<file path="config.mk">
export PLATFORM = sky130hd
export DESIGN_NAME = dmem_req_stage
export DESIGN_NICKNAME = d
export VERILOG_FILES = /design/src/rtl/dmem_req_stage_pkg.sv /design/src/rtl/dmem_req_stage_exc_check.sv /design/src/rtl/dmem_req_stage.sv
export SDC_FILE = /design/constraint.sdc
export NUM_CORES = 1
export LEC_CHECK = 0
export ABC_AREA = 1
export CAP_MARGIN = 0
export CORE_ASPECT_RATIO = 0.75
export CORE_MARGIN = 3
export CORE_UTILIZATION = 46
export CTS_BUF_LIST = sky130_fd_sc_hd__clkbuf_4 sky130_fd_sc_hd__clkbuf_8
export DETAILED_ROUTE_END_ITERATION = 12
export GPL_TIMING_DRIVEN = 0
export MAX_ROUTING_LAYER = met4
export PLACE_DENSITY_LB_ADDON = 0.1
export REMOVE_ABC_BUFFERS = 1
export SLEW_MARGIN = 20
export SYNTH_ARGS = -nofsm -noshare
export SYNTH_HDL_FRONTEND = slang
export SYNTH_SLANG_ARGS = --single-unit
</file>
<file path="constraint.sdc">
create_clock -name clk -period 2.35 [get_ports clk]
set_input_delay 0.47 -clock clk [delete_from_list [all_inputs] [get_ports clk]]
set_output_delay 0.47 -clock clk [all_outputs]
set_load 0.02 [all_outputs]
</file>
<file path="src/rtl/dmem_req_stage_pkg.sv">
// Shared types and constants for the data-side memory request stage.
// Exception codes, access sizes, FSM states and store formatting helpers.
package dmem_req_stage_pkg;

   localparam logic [5:0] ECODE_PIL  = 6'h01;
   localparam logic [5:0] ECODE_PIS  = 6'h02;
   localparam logic [5:0] ECODE_PME  = 6'h04;
   localparam logic [5:0] ECODE_PPI  = 6'h07;
   localparam logic [5:0] ECODE_ADE  = 6'h08;
   localparam logic [5:0] ECODE_ALE  = 6'h09;
   localparam logic [5:0] ECODE_TLBR = 6'h3F;

   localparam logic [1:0] SIZE_B = 2'd0;
   localparam logic [1:0] SIZE_H = 2'd1;
   localparam logic [1:0] SIZE_W = 2'd2;

   typedef enum logic [1:0] {
      ST_IDLE  = 2'd0,
      ST_XLAT  = 2'd1,
      ST_ISSUE = 2'd2,
      ST_EXC   = 2'd3
   } state_t;

   // Size 3 is reserved and behaves as a word access.
   function automatic logic [3:0] fmt_wstrb(
      input logic       we,
      input logic [1:0] size,
      input logic [1:0] va_lo
   );
      logic [3:0] s;
      s = 4'h0;
      if (we) begin
         case (size)
            SIZE_B:  s = 4'b0001 << va_lo;
            SIZE_H:  s = 4'b0011 << {va_lo[1], 1'b0};
            default: s = 4'hF;
         endcase
      end
      return s;
   endfunction

   function automatic logic [31:0] fmt_wdata(
      input logic [1:0]  size,
      input logic [31:0] wd
   );
      logic [31:0] o;
      case (size)
         SIZE_B:  o = {4{wd[7:0]}};
         SIZE_H:  o = {2{wd[15:0]}};
         default: o = wd;
      endcase
      return o;
   endfunction

endpackage

</file>
<file path="src/rtl/dmem_req_stage_exc_check.sv">
// Priority encoder for data-access exceptions on translator results.
// Alignment check is present only when DMEM_ALIGN_CHECK_EN is defined.
module dmem_exc_check (
   input  logic       trans_en,
   input  logic       found,
   input  logic       v,
   input  logic       d,
   input  logic [1:0] tlb_plv,
   input  logic [1:0] csr_plv,
   input  logic       we,
   input  logic [1:0] size,
   input  logic       va_msb,
   input  logic [1:0] va_lo,
   output logic       exc,
   output logic [5:0] ecode
);

   import dmem_req_stage_pkg::*;

`ifdef DMEM_ALIGN_CHECK_EN
   localparam bit ALE_EN = 1'b1;
`else
   localparam bit ALE_EN = 1'b0;
`endif

   logic misalign;
   logic ale;
   logic adem;

   always_comb begin
      case (size)
         SIZE_B:  misalign = 1'b0;
         SIZE_H:  misalign = va_lo[0];
         default: misalign = |va_lo;
      endcase
   end

   assign ale  = ALE_EN & misalign;
   assign adem = (csr_plv == 2'd3) & va_msb & trans_en;

   // Page-table checks only matter in mapped mode.
   always_comb begin
      exc   = 1'b1;
      ecode = 6'h00;
      if (ale) begin
         ecode = ECODE_ALE;
      end else if (adem) begin
         ecode = ECODE_ADE;
      end else if (trans_en && !found) begin
         ecode = ECODE_TLBR;
      end else if (trans_en && !v) begin
         ecode = we ? ECODE_PIS : ECODE_PIL;
      end else if (trans_en && (csr_plv > tlb_plv)) begin
         ecode = ECODE_PPI;
      end else if (trans_en && we && !d) begin
         ecode = ECODE_PME;
      end else begin
         exc = 1'b0;
      end
   end

endmodule

</file>
<file path="src/rtl/dmem_req_stage.sv">
// Data memory request stage: translate, check, then issue to dcache.
// Optional alignment exceptions: define DMEM_ALIGN_CHECK_EN.
module dmem_req_stage (
   input  logic        clk,
   input  logic        rst,
   input  logic        flush,
   input  logic        req_valid,
   output logic        req_ready,
   input  logic [31:0] req_vaddr,
   input  logic        req_we,
   input  logic [1:0]  req_size,
   input  logic [31:0] req_wdata,
   output logic        data_fetch,
   output logic [31:0] data_vaddr,
   input  logic [31:0] data_paddr_out,
   input  logic        data_tlb_found_out,
   input  logic        data_tlb_v_out,
   input  logic        data_tlb_d_out,
   input  logic [1:0]  data_tlb_plv_out,
   input  logic        data_addr_trans_en_out,
   input  logic        data_uncache_en,
   input  logic [1:0]  csr_plv,
   output logic        dc_valid,
   input  logic        dc_ready,
   output logic [31:0] dc_paddr,
   output logic        dc_we,
   output logic [3:0]  dc_wstrb,
   output logic [31:0] dc_wdata,
   output logic        dc_uncache,
   output logic        exc_valid,
   output logic [5:0]  exc_ecode,
   output logic [31:0] exc_badv
);

   import dmem_req_stage_pkg::*;

   state_t      state;
   state_t      state_n;
   logic [31:0] va_q;
   logic [31:0] wdata_q;
   logic        we_q;
   logic [1:0]  size_q;
   logic        issue_q;
   logic        xlat_exc;
   logic [5:0]  xlat_ecode;
   logic        in_xlat;
   logic        dc_fire;

   dmem_exc_check u_exc (
      .trans_en (data_addr_trans_en_out),
      .found    (data_tlb_found_out),
      .v        (data_tlb_v_out),
      .d        (data_tlb_d_out),
      .tlb_plv  (data_tlb_plv_out),
      .csr_plv  (csr_plv),
      .we       (we_q),
      .size     (size_q),
      .va_msb   (va_q[31]),
      .va_lo    (va_q[1:0]),
      .exc      (xlat_exc),
      .ecode    (xlat_ecode)
   );

   always_ff @(posedge clk) begin
      if (rst) begin
         state <= ST_IDLE;
      end else begin
         state <= state_n;
      end
   end

   always_comb begin
      state_n = state;
      if (flush) begin
         state_n = ST_IDLE;
      end else begin
         unique case (state)
            ST_IDLE:  if (data_fetch) state_n = ST_XLAT;
            ST_XLAT:  state_n = xlat_exc ? ST_EXC : ST_ISSUE;
            ST_ISSUE: if (dc_fire) state_n = ST_IDLE;
            ST_EXC:   state_n = ST_IDLE;
            default:  state_n = ST_IDLE;
         endcase
      end
   end

   // Address stays on va_q while busy so uncache lookup remains valid.
   always_comb begin
      req_ready  = (state == ST_IDLE) && !flush;
      data_fetch = req_valid && req_ready;
      data_vaddr = data_fetch ? req_vaddr : va_q;
      dc_valid   = issue_q && !flush;
      exc_valid  = (state == ST_EXC) && !flush;
   end

   assign in_xlat = (state == ST_XLAT) && !flush;
   assign dc_fire = dc_valid && dc_ready;

   always_ff @(posedge clk) begin
      if (rst) begin
         va_q       <= 32'h0;
         wdata_q    <= 32'h0;
         we_q       <= 1'b0;
         size_q     <= 2'd0;
         issue_q    <= 1'b0;
         dc_paddr   <= 32'h0;
         dc_we      <= 1'b0;
         dc_wstrb   <= 4'h0;
         dc_wdata   <= 32'h0;
         dc_uncache <= 1'b0;
         exc_ecode  <= 6'h00;
         exc_badv   <= 32'h0;
      end else begin
         if (data_fetch) begin
            va_q    <= req_vaddr;
            wdata_q <= req_wdata;
            we_q    <= req_we;
            size_q  <= req_size;
         end
         if (flush || dc_fire) begin
            issue_q <= 1'b0;
         end else if (in_xlat && !xlat_exc) begin
            issue_q <= 1'b1;
         end
         if (in_xlat && xlat_exc) begin
            exc_ecode <= xlat_ecode;
            exc_badv  <= va_q;
         end
         if (in_xlat && !xlat_exc) begin
            dc_paddr   <= data_paddr_out;
            dc_we      <= we_q;
            dc_wstrb   <= fmt_wstrb(we_q, size_q, va_q[1:0]);
            dc_wdata   <= fmt_wdata(size_q, wdata_q);
            dc_uncache <= data_uncache_en;
         end
      end
   end

endmodule

</file>
# Word level (Yosys, flattened, before mapping)
# Cells that the tools add are included.
# word_totals
word_cells	68
mem_count	0
mem_bits_ro	0
ram_bits	0
latchBits	0
in_bits	113
ff_bits	178
# op_classes
shifts	2
order_cmp	1
mul	0
mux	19
n_addsub	0
reduce_logical	24
div_mod_pow	0
eq_ne	7
bitwise	2
# ops
operator	n
$pmux 32 s2	1
$mux 32	1
$mux 6	4
$logic_and 1x1->1	13
$pmux 2 s4	1
$pmux 4 s2	1
$eq 2x2->1 const B	3
$mux 1	6
$mux 2	3
$logic_not 1->1	5
$eq 2x1->1 const B	2
$logic_not 2->1	2
$mux 4	1
$ne 2x2->1 const B	2
$reduce_or 2->1	2
$shl 1x2->4 const A	1
$shl 2x2->4 const A	1
$mux 3	1
$and 1x1->1	2
$gt 2x2->1	1
$reduce_and 2->1	1
$logic_or 1x1->1	1

# Longest topological paths before layout
# logic_depth
word_depth	9
mapped_depth	12
depth_no_buf	11

# By module
# From an unflattened synthesis, not the netlist that was laid out.
# unflattened
hier_cells	955
hier_area_um2	7026.7
# modules_own_cells
module	area_each_um2	cells_each	n_inst
dmem_req_stage	6849.1	920	1
dmem_exc_check	177.7	35	1

# Worst setup path after synthesis
# Ideal clock, no wire load.
# synth_path
path_kind	input port to output port
start	input flush
end	output data_vaddr[10]
t_arrival_ps	1728
path_stages	7
slack_ps	152
n_path_buf	1
cell_sequence	nor3_2 nand2_2 inv_2 clkbuf_2 or2_2 inv_1 a21oi_1
# synth_via
elab_chain_len	4
# synth_rtl
item	line	text
start: declaration	dmem_req_stage.sv:6	input logic flush,
$logic_not 1->1	dmem_req_stage.sv:89	req_ready = (state == ST_IDLE) && !flush;
$logic_and 1x1->1	dmem_req_stage.sv:89	
$logic_and 1x1->1	dmem_req_stage.sv:90	data_fetch = req_valid && req_ready;
$mux 32	n/a	
end: declaration	dmem_req_stage.sv:14	output logic [31:0] data_vaddr,
# No other way between the ends.

# Worst setup path in the final report
# layout_path
start	register state[1]
end	output data_vaddr[5]
# layout_via
elab_chain_len	4
# layout_rtl
item	line	text
start: declaration	dmem_req_stage.sv:37	state_t state;
start signal: assignment	dmem_req_stage.sv:68	state <= state_n;
$logic_not 2->1	dmem_req_stage.sv:89	
$logic_and 1x1->1	dmem_req_stage.sv:89	
$logic_and 1x1->1	dmem_req_stage.sv:90	
$mux 32	n/a	
# No other way between the ends.

==> impl_summary.md <==
Drt
The final routed wire length divided by cell count is 17.2 um. In the routed design, unresolved DRC markers number 0. After the first detailed-routing iteration, the DRC count stood at 466.

The via total after detailed routing is 7213. The number of search-and-repair iterations in the first detailed-routing pass is 5. The average via count per standard cell is 5.17. The routed design has 24000 um of wire. Once detail routing completed, the nets flagged for antenna violations numbered 0.

Timing
The final hold violation count is 0. The worst-case setup margin in the final layout is -0.0277 ns. The number of pins with negative max-slew slack in the final report was 0. Based on the critical path, the design can be clocked at up to 0.421 GHz.

The final number of setup-violating endpoints is 8. At the pin with the least slew margin, the transition time is 1.09 ns. For the final routed database, the setup TNS stands at -0.0434 ns. The worst clock skew on the final layout is 0.00913 ns.

The post-route minimum period is 2.38 ns. Setup repair after global routing could not meet its margin everywhere. The worst slew margin relative to its limit is 26.9%. After layout, the worst path uses 101% of the clock period. Across all hold checks on the routed design, the worst slack comes to 0.411 ns.

Setup path
The launch point of the worst reg-to-reg path is size_q[1]. The number of cells on the worst reg-to-reg path is 5. The required time of the worst setup path is 1.88 ns.

The critical path endpoint category is an output port. The most critical setup path has its endpoint at data_vaddr[5]. The worst setup path is of the flop to output port kind. The terminus of the critical flop-to-flop path is dc_wdata[24]. In this run the register-to-register setup slack is 0.12 ns. The nature of the critical path startpoint is a flop.

The maximum fanout along the worst path is 7. Tracing the worst setup path back leads to its startpoint at state[1]. At the worst endpoint, the arrival time is 1.91 ns.

Synth
The biggest area contributor in the post-synthesis netlist is dfxtp_1. In this run the mean area of a mapped cell was 7.66 um^2. The post-synthesis instance area is 7210 um^2.

The dominant cell by count in the synthesized netlist is dfxtp_1. The number of synthesized flops with an enable pin is 0. For this run, asynchronously set or reset flops after synthesis account for 0%. After synthesis, the largest area contributor takes up 49.1% of total cell area. The sequential-to-total area share from yosys stat is 49.1%. Yosys attributes the largest share of cell area to dfxtp_1, a21oi_1, nand2_1, inv_1, o21ai_0.

The synthesized netlist contains 30 unique library cells. The predominant post-synthesis flop cell is dfxtp_1. Sorting the synthesized cells by how often they occur yields dfxtp_1, a21oi_1, nand2_1. The number of synthesis warnings is 0.

The post-synthesis cell count is 941. Synthesis inferred 177 register bits.

Global routing
The layer flagged by global routing as most heavily used is met2. The global routing met2 resource utilization is 42.0%. The maximum number of pins on one net before global-route repair is 72. Global routing finished with a remaining overflow of 0. The met1 usage in global routing is 37.5%. The initial antenna violation count was 0. Global routing consumed, on the met3 layer, 6.05% of the routing resources. The first global-routing pass estimated 36400 um of wire. Global routing used 27.8% of the available tracks across all layers. The via count of the first global-routing pass is 6770.

Final layout
For this run, the post-layout net count is 1299. The sequential cells in the finished layout cover a total of 3550 um^2. Fill cells in the final layout number 1282. The multi-input combinational cells in the finished layout cover a total of 3160 um^2. In the final layout, the share of cells above drive strength 1 is 14.8%. Measured on the finished design, the core utilization comes to 71.5%. The synthesis-to-layout area growth is 47.6%. The number of antenna repair diodes is 0.

Clock network
In this run the clock root is driven by a clkbuf_8. The later pin in the worst-skew pair is clocked with a latency of 0.46 ns. The tree built by TritonCTS fans out to 177 sinks.

The deepest clock path buffer count is 2. TritonCTS built the clock tree. In this run, CTS created clock tree buffers numbering 17.

The deepest level of the CTS H-tree is 4. The clock slew at the register clock pins of the worst setup and hold paths is 0.09 ns.

Pwr
Across the VDD grid, the largest voltage drop is 382 uV. For this design the static power due to leakage is 4.09 nW. The ratio of total power to cell area is 616 nW/um^2. Overall power consumption after layout is estimated at 6.55 mW.

Place
The detailed placer's ending HPWL is 13100 um. The quantity of I/O buffers inserted on ports is 256. The global placer's final weighted congestion is 0.828.

Run
The tool flagged a number of max-cap violations equal to 0.

Floorplanning
The number of primary I/O pins is 257. The floorplan step defined a core boundary enclosing 14900 um^2. The initial core utilization is 48.5%. In this run the vertical extent of the chip is 114 um. The overall die area is 17200 um^2.

The number of rows in the core area is 38. The width of the chip is 151 um.

Run status
The run finished, with violations left. The final reports fail on negative setup slack.

Hold path
The path class of the tightest hold or removal check is input pin to flop.
[layer usage]
layer	wire length, um	part of all wire (%)
met1	10500	44
met2	11100	46
met3	2060	8.6
met4	382	1.6
met5	0	0
[per-stage QoR]
| step | setup slack [ns] | cells | cell area [um^2] |
|---|---|---|---|
| floorplan | -1.07 | 871 | 6880 |
| global placement | -5.22 | 1327 | 9690 |
| detailed placement | -2.10 | 1331 | 9790 |
| CTS | -0.109 | 1391 | 10400 |
| global route | -0.108 | 1395 | 10600 |
| finish | -0.0277 | 1395 | 10600 |
[worst min-delay path by stage]
stage | slack [ns] | endpoint | depth (start not counted) | start
global placement | 0.44 | wdata_q[28] | 2 | wdata_q[28]
global route | 0.42 | dc_wdata[2] | 2 | rst
floorplan | 0.43 | wdata_q[24] | 2 | wdata_q[24]
detailed placement | 0.45 | wdata_q[25] | 2 | wdata_q[25]
finish | 0.41 | dc_wdata[2] | 2 | rst
CTS | 0.40 | dc_wdata[2] | 2 | rst
[state kept, by name (all words and copies together), names as in the netlist]
name	flops
va_q	32
wdata_q	32
size_q	2
dc_uncache	1
issue_q	1
exc_ecode	5
dc_paddr	32
dc_wdata	32
we_q	1
dc_wstrb	4
state	2
dc_we	1
exc_badv	32
[final cells by class]
class	count	area share, %
clock buffers	21	2.66
clock inverters	9	1.01
flip-flops and latches	177	33.4
repair inverters	5	0.741
well taps	200	2.35
inverters	106	3.89
repair buffers	280	26.3
multi-input cells	597	29.7
[power by group]
part / switching [mW] / internal (mW)
Clock: 1.08 / 1.03
Sequential: 0.0625 / 3.11
Combinational: 0.714 / 0.554
[what timing repair did]
action,in CTS,in global routing
gates cloned,13,1
hold buffers,0,0
buffers inserted,17,3
hold endpoints to repair,0,0
pin swaps,7,3
resized for setup,162,76
setup endpoints to repair,181,115
[cells in the final DEF (no fill, tap or decap), types with 12 or more instances in the layout]
cell type,Yosys,layout
a211oi_1,32,32
a21oi_1,146,131
a21oi_2,0,15
buf_4,5,30
buf_6,1,15
clkbuf_8,0,20
clkdlybuf4s50_1,0,219
dfxtp_1,177,175
inv_1,102,92
inv_2,3,12
nand2_1,122,120
nand3_1,65,65
nor2_1,79,79
o21ai_0,72,72
o21ai_1,14,14
or2_2,30,25
[critical path: stages (launching register included)]
cell and delay (ns):
dfxtp_4 0.37, nor3_4 0.19, buf_4 0.17, nand2_4 0.13, inv_16 0.12, buf_6 0.10
or2_2 0.10, inv_2 0.03, a21oi_2 0.11, buf_6 0.13
[cells by family after synthesis]
logic type                 share of synthesized area (%)
AOI/OAI and AO/OA                                   20.8
adders and majority gates                          0.347
buffers and inverters                               10.1
DFF                                                 49.1
and+or+nand+nor                                     19.6
Power figures use the tool's default switching activity.
